<file path="config.mk">
export PLATFORM = sky130hd
export DESIGN_NAME = seg_display_mux
export DESIGN_NICKNAME = d
export VERILOG_FILES = /design/src/rtl/seg_display_mux.sv
export SDC_FILE = /design/constraint.sdc
export NUM_CORES = 1
export LEC_CHECK = 0
export CORE_MARGIN = 5
export CORE_UTILIZATION = 25
export DETAILED_ROUTE_END_ITERATION = 8
export GPL_TIMING_DRIVEN = 0
export PLACE_DENSITY = 0.47
export SYNTH_ARGS = -nofsm -noshare
export SYNTH_HDL_FRONTEND = slang
export SYNTH_SLANG_ARGS = --single-unit
</file>
<file path="constraint.sdc">
create_clock -name clk -period 2.6 [get_ports clk]
set_input_delay 0.52 -clock clk [delete_from_list [all_inputs] [get_ports clk]]
set_output_delay 0.52 -clock clk [all_outputs]
set_load 0.05 [all_outputs]
</file>
<file path="src/rtl/seg_display_mux.sv">
`default_nettype none
// ============================================================================
// Module   : seg_display_mux
// Purpose  : N-digit multiplexed 7-segment driver with tear-free frame-boundary
//            updates, anti-ghost blanking and leading-zero suppression.
//            Define SEG_BCD_EN to build the sequential binary-to-BCD front end.
// Revision : 1.0
// ============================================================================
module seg_display_mux #(
  parameter int NUM_DIGITS   = 4,
  parameter int REFRESH_DIV  = 100000,
  parameter int BLANK_CYCLES = 1000
) (
  input  logic                    clk,
  input  logic                    reset_n,
  input  logic [4*NUM_DIGITS-1:0] data,
  input  logic                    load,
  input  logic                    enable,
  input  logic                    blank_lz,
  input  logic [NUM_DIGITS-1:0]   dp_in,
  output logic                    busy,
  output logic [6:0]              seg,
  output logic                    dp,
  output logic [NUM_DIGITS-1:0]   an
);

  localparam int c_dw = 4 * NUM_DIGITS;
  localparam int c_pw = (REFRESH_DIV > 1) ? $clog2(REFRESH_DIV) : 1;
  localparam int c_iw = (NUM_DIGITS > 1) ? $clog2(NUM_DIGITS) : 1;
  localparam logic [c_pw-1:0] c_presc_max = c_pw'(REFRESH_DIV - 1);
  localparam logic [c_pw-1:0] c_blank     = c_pw'(BLANK_CYCLES);
  localparam logic [c_iw-1:0] c_idx_max   = c_iw'(NUM_DIGITS - 1);

  function automatic logic [6:0] f_seg7(input logic [3:0] v);
    case (v)
      4'h0:    f_seg7 = 7'b1000000;
      4'h1:    f_seg7 = 7'b1111001;
      4'h2:    f_seg7 = 7'b0100100;
      4'h3:    f_seg7 = 7'b0110000;
      4'h4:    f_seg7 = 7'b0011001;
      4'h5:    f_seg7 = 7'b0010010;
      4'h6:    f_seg7 = 7'b0000010;
      4'h7:    f_seg7 = 7'b1111000;
      4'h8:    f_seg7 = 7'b0000000;
      4'h9:    f_seg7 = 7'b0010000;
      4'hA:    f_seg7 = 7'b0001000;
      4'hB:    f_seg7 = 7'b0000011;
      4'hC:    f_seg7 = 7'b1000110;
      4'hD:    f_seg7 = 7'b0100001;
      4'hE:    f_seg7 = 7'b0000110;
      default: f_seg7 = 7'b0001110;
    endcase
  endfunction

  // Scan timing
  logic [c_pw-1:0] r_presc;
  logic [c_iw-1:0] r_idx;
  logic            w_slot_end;
  logic            w_frame_end;

  assign w_slot_end  = (r_presc == c_presc_max);
  assign w_frame_end = w_slot_end && (r_idx == c_idx_max);

  always_ff @(posedge clk or negedge reset_n) begin
    if (!reset_n) begin
      r_presc <= '0;
      r_idx   <= '0;
    end else if (w_slot_end) begin
      r_presc <= '0;
      r_idx   <= (r_idx == c_idx_max) ? '0 : r_idx + 1'b1;
    end else begin
      r_presc <= r_presc + 1'b1;
    end
  end

  // Complete values written into pending by whichever front end is built
  logic                       w_commit;
  logic [NUM_DIGITS-1:0][3:0] w_commit_val;
  logic [NUM_DIGITS-1:0]      w_commit_dp;
  logic                       w_commit_ovf;

`ifdef SEG_BCD_EN
  function automatic logic [c_dw-1:0] f_dec_max();
    logic [c_dw-1:0] v;
    v = '0;
    for (int k = 0; k < NUM_DIGITS; k++) begin
      v = v * c_dw'(10) + c_dw'(9);
    end
    return v;
  endfunction

  localparam int              c_cw       = $clog2(c_dw);
  localparam logic [c_cw-1:0] c_cnt_last = c_cw'(c_dw - 1);
  localparam logic [c_dw-1:0] c_dec_max  = f_dec_max();
  localparam logic [0:0]      c_st_idle  = 1'b0;
  localparam logic [0:0]      c_st_conv  = 1'b1;

  logic [0:0]            r_state;
  logic [0:0]            w_state_nxt;
  logic [c_cw-1:0]       r_cnt;
  logic [c_dw-1:0]       r_bin;
  logic [c_dw-1:0]       r_bcd;
  logic [c_dw-1:0]       w_bcd_adj;
  logic [c_dw-1:0]       w_bcd_nxt;
  logic [NUM_DIGITS-1:0] r_conv_dp;
  logic                  r_conv_ovf;
  logic                  w_start;

  assign w_start = (r_state == c_st_idle) && load;

  always_ff @(posedge clk or negedge reset_n) begin
    if (!reset_n) begin
      r_state <= c_st_idle;
    end else begin
      r_state <= w_state_nxt;
    end
  end

  always_comb begin
    w_state_nxt = r_state;
    case (r_state)
      c_st_idle: if (load) w_state_nxt = c_st_conv;
      c_st_conv: if (r_cnt == c_cnt_last) w_state_nxt = c_st_idle;
      default:   w_state_nxt = c_st_idle;
    endcase
  end

  always_comb begin
    busy = (r_state == c_st_conv);
  end

  // Double-dabble step: add-3 correction on every digit, then shift in the next bit
  always_comb begin
    w_bcd_adj = r_bcd;
    for (int k = 0; k < NUM_DIGITS; k++) begin
      if (r_bcd[4*k +: 4] >= 4'd5) w_bcd_adj[4*k +: 4] = r_bcd[4*k +: 4] + 4'd3;
    end
    w_bcd_nxt = (w_bcd_adj << 1) | {{(c_dw-1){1'b0}}, r_bin[c_dw-1]};
  end

  always_ff @(posedge clk or negedge reset_n) begin
    if (!reset_n) begin
      r_cnt      <= '0;
      r_bin      <= '0;
      r_bcd      <= '0;
      r_conv_dp  <= '0;
      r_conv_ovf <= 1'b0;
    end else if (w_start) begin
      r_cnt      <= '0;
      r_bin      <= data;
      r_bcd      <= '0;
      r_conv_dp  <= dp_in;
      r_conv_ovf <= (data > c_dec_max);
    end else if (r_state == c_st_conv) begin
      r_cnt <= r_cnt + 1'b1;
      r_bin <= r_bin << 1;
      r_bcd <= w_bcd_nxt;
    end
  end

  assign w_commit     = (r_state == c_st_conv) && (r_cnt == c_cnt_last);
  assign w_commit_val = w_bcd_nxt;
  assign w_commit_dp  = r_conv_dp;
  assign w_commit_ovf = r_conv_ovf;
`else
  assign busy         = 1'b0;
  assign w_commit     = load;
  assign w_commit_val = data;
  assign w_commit_dp  = dp_in;
  assign w_commit_ovf = 1'b0;
`endif

  // Pending collects loads; shadow only changes on the frame boundary so a frame is never torn
  logic [NUM_DIGITS-1:0][3:0] r_pend;
  logic [NUM_DIGITS-1:0][3:0] r_shadow;
  logic [NUM_DIGITS-1:0]      r_pend_dp;
  logic [NUM_DIGITS-1:0]      r_shadow_dp;
  logic                       r_pend_ovf;
  logic                       r_shadow_ovf;

  always_ff @(posedge clk or negedge reset_n) begin
    if (!reset_n) begin
      r_pend       <= '0;
      r_pend_dp    <= '0;
      r_pend_ovf   <= 1'b0;
      r_shadow     <= '0;
      r_shadow_dp  <= '0;
      r_shadow_ovf <= 1'b0;
    end else begin
      if (w_frame_end) begin
        r_shadow     <= r_pend;
        r_shadow_dp  <= r_pend_dp;
        r_shadow_ovf <= r_pend_ovf;
      end
      if (w_commit) begin
        r_pend     <= w_commit_val;
        r_pend_dp  <= w_commit_dp;
        r_pend_ovf <= w_commit_ovf;
      end
    end
  end

  // w_lz[k] = every digit from k upward is zero
  logic [NUM_DIGITS-1:0] w_lz;

  always_comb begin
    w_lz = '0;
    w_lz[NUM_DIGITS-1] = (r_shadow[NUM_DIGITS-1] == 4'd0);
    for (int k = NUM_DIGITS - 2; k >= 0; k--) begin
      w_lz[k] = w_lz[k+1] && (r_shadow[k] == 4'd0);
    end
  end

  logic [NUM_DIGITS-1:0] w_an;
  logic [6:0]            w_seg;
  logic                  w_dp;

  always_comb begin
    w_an = '1;
    if (enable && (r_presc >= c_blank)) w_an[r_idx] = 1'b0;
    if (r_shadow_ovf) begin
      w_seg = 7'b0111111;
      w_dp  = 1'b1;
    end else begin
      w_dp = ~r_shadow_dp[r_idx];
      if (blank_lz && (r_idx != '0) && w_lz[r_idx]) w_seg = 7'h7F;
      else                                          w_seg = f_seg7(r_shadow[r_idx]);
    end
  end

  always_ff @(posedge clk or negedge reset_n) begin
    if (!reset_n) begin
      seg <= 7'h7F;
      dp  <= 1'b1;
      an  <= '1;
    end else begin
      seg <= w_seg;
      dp  <= w_dp;
      an  <= w_an;
    end
  end

endmodule
`default_nettype wire
</file>
==> qor.csv <==
metric,value,unit
outcome,completed,
max-slew-margin-rel,59.79,%
maxCapViolCount,0,
synthTopCellsByArea,"dfrtp_1 (44%), dfstp_2 (9.4%), mux2_4 (8.9%), mux2_2 (7.0%), ha_1 (4.5%)",
utilization,32.34,%
hold_viol,0,
cts_hold_buf,0,
ios,38,
nets,341,
synth_seq_area_share,53.14,%
min_period_over_period,83.11,%
antenna_found_initial,0,
fillers,1348,
regArea,1792,µm²
fp.dieH,126.1,µm
crit_slowest_cell,mux4_2,
synth_xor_area_share,3.896,%
critical_path_required,2.82,ns
grtUsageTotal,8.950,%
multi_input_area,1484,µm²
tightest_slew,0.6032,ns
r2r_start,r_idx[0],
pwr_density_cell,596.8,nW/µm²
vias_per_cell,4.229,
synth_largest_area_cell,dfrtp_1,
synth.net_count,294,
clkTransAtPathRegs,0.06,ns
n_antenna_cell,0,
detail-route-antenna-nets,0,
cts_sinks,71,
place_area,3968,µm²
rows,42,
netlist_top_cells_count,"dfrtp_1 (59), mux2_2 (21), nand2_1 (21)",
rsz0062_at_grt,no,
async_flop_share,100.0,%
first_pass_iters,4,
ys.flop_type,dfrtp_1,
grt_overflow,0,
initial_core_util,25.46,%
ys_types,45,
finClkSkew,0.008771,ns
worstPathArrival,2.38,ns
synth_compound_area_share,4.787,%
start_kind,flip-flop,
path_class,flip-flop to flip-flop,
grt_pass1_wl,11.36,mm
cts_made_buffers,9,
portBuffers,35,
clockRootBuffer,clkbuf_16,
p_total,2.556,mW
ir_drop,0.3540,mV
cts_tree,done,
grt_pass1_vias,2139,
clock_path_buffers,2,
hold_ws,0.1233,ns
p_leak,1.900,nW
vias,2051,
drt-total-wl,6.540,mm
synthAdderAreaFrac,4.453,%
grt_start_max_net_pins,46,
post_cts_resized,0,
cts_setup_buffers,0,
tns,0,ns
crit_chain,buf_2 -> mux4_2 -> inv_1 -> ha_1 -> nor2_1 -> o31ai_1,
gp_congestion,0.7455,
post-route-drc-count,0,
synth-edff-count,0,
hpwlAfterDp,4.626,mm
fin_crit,2.161,ns
stdcell_area,4283,µm²
drv_slew,0,
syn2layout_area_growth,27.01,%
critical_path.max_stage_delay,0.63,ns
avgSynthCellArea,13.12,µm²
end_kind,flip-flop,
dieArea,15910,µm²
routedWlPerCell,13.48,µm
crit_path_max_fanout,7,
synth_top_family_by_area,multiplexers,
ys_warn_count,0,
core,13240,µm²
drive_gt1_share,28.48,%
synth_top_area_share,43.78,%
startpoint,r_idx[0],
insertion_delay,0.33,ns
syn_area,3372,µm²
die_x,126.1,µm
h-tree-depth,3,
max_freq,462.8,MHz
synthMuxAreaShare,20.22,%
hp-class,primary input to asynchronous set/reset pin,
yosysMostFrequentCell,dfrtp_1,
synthCells,257,
synthSimpleGateAreaFrac,10.54,%
setup_viol,0,
ys_ff_latch,71,
drtIter0Drc,85,
-- critical path, delay by kind of cell, from the launching register on --
family	cells	cell delay, ns
multiplexers	1	0.63
adder cells (fa/ha/maj)	1	0.26
flip-flops	1	0.38
AO/OA/AOI/OAI	1	0.28
AND/OR/NAND/NOR	1	0.08
buffers and inverters	2	0.43
-- layer usage --
metal	GRT usage (%)	wire (µm)	vias to the layer above
li1	-	-	998
met5	0	0	-
met3	3.048	332	8
met4	3.028	87	0
met1	12.52	3329	998
met2	12.93	2791	47
-- area by class of cell --
type                    count  area share, %
repair buffers             36          8.764
flip-flops and latches     71          41.83
inverters                   8         0.7011
clock inverters             5          1.928
plain buffers              11          1.548
multi-input cells         167          34.65
well taps                 176          5.142
clock buffers              11          5.434
-- kinds of logic after synthesis --
logic type      Yosys count
flops                    71
compound gates           26
simple gates             65
mux                      48
xor+xnor                 15
buf+inv                  19
other cells               1
fa+ha+maj                12
-- worst paths after layout --
check	slack, ns	cells after the start	to
setup / recovery	0.44	6	seg[0]
hold / removal	0.12	1	r_presc[15]
setup reg to reg	0.44	6	seg[0]
hold reg to reg	0.50	1	r_presc[8]
max in group asynchronous	1.88	2	dp
min in group clk	0.50	1	r_presc[8]
-- metrics by stage --
step | cells | worst slack [ns]
5_1_grt | 485 | 0.2203
6_report | 485 | 0.4391
2_1_floorplan | 257 | 0.7418
4_1_cts | 485 | 0.4134
3_3_place_gp | 468 | -1.496
3_5_place_dp | 469 | 0.4741
-- cell usage in the layout, fill, tap and decap left out, types with 8 or more instances in the layout --
master            n
mux2_4           20
clkbuf_16         9
xor2_1            9
clkdlybuf4s50_1  34
nand2_1          21
o21ai_0           8
ha_1             12
mux2_2           21
dfstp_2          12
dfrtp_1          59
inv_1             8
nor2_1           12
-- registers in the layout, indices dropped and copies added (netlist names) --
register and flops:
r_pend 16, an 4, r_presc 17, dp 1, r_idx 2, r_pend_dp 4
r_shadow 16, seg 7, r_shadow_dp 4
-- power breakdown --
part | leakage (nW) | total, mW | internal [mW] | switching [mW]
sequential | 0.889 | 1.15 | 1.14 | 0.0167
combinational | 0.857 | 0.107 | 0.0640 | 0.0432
clock | 0.154 | 1.29 | 0.842 | 0.453
Note: power is estimated with default switching activity, not from simulation.
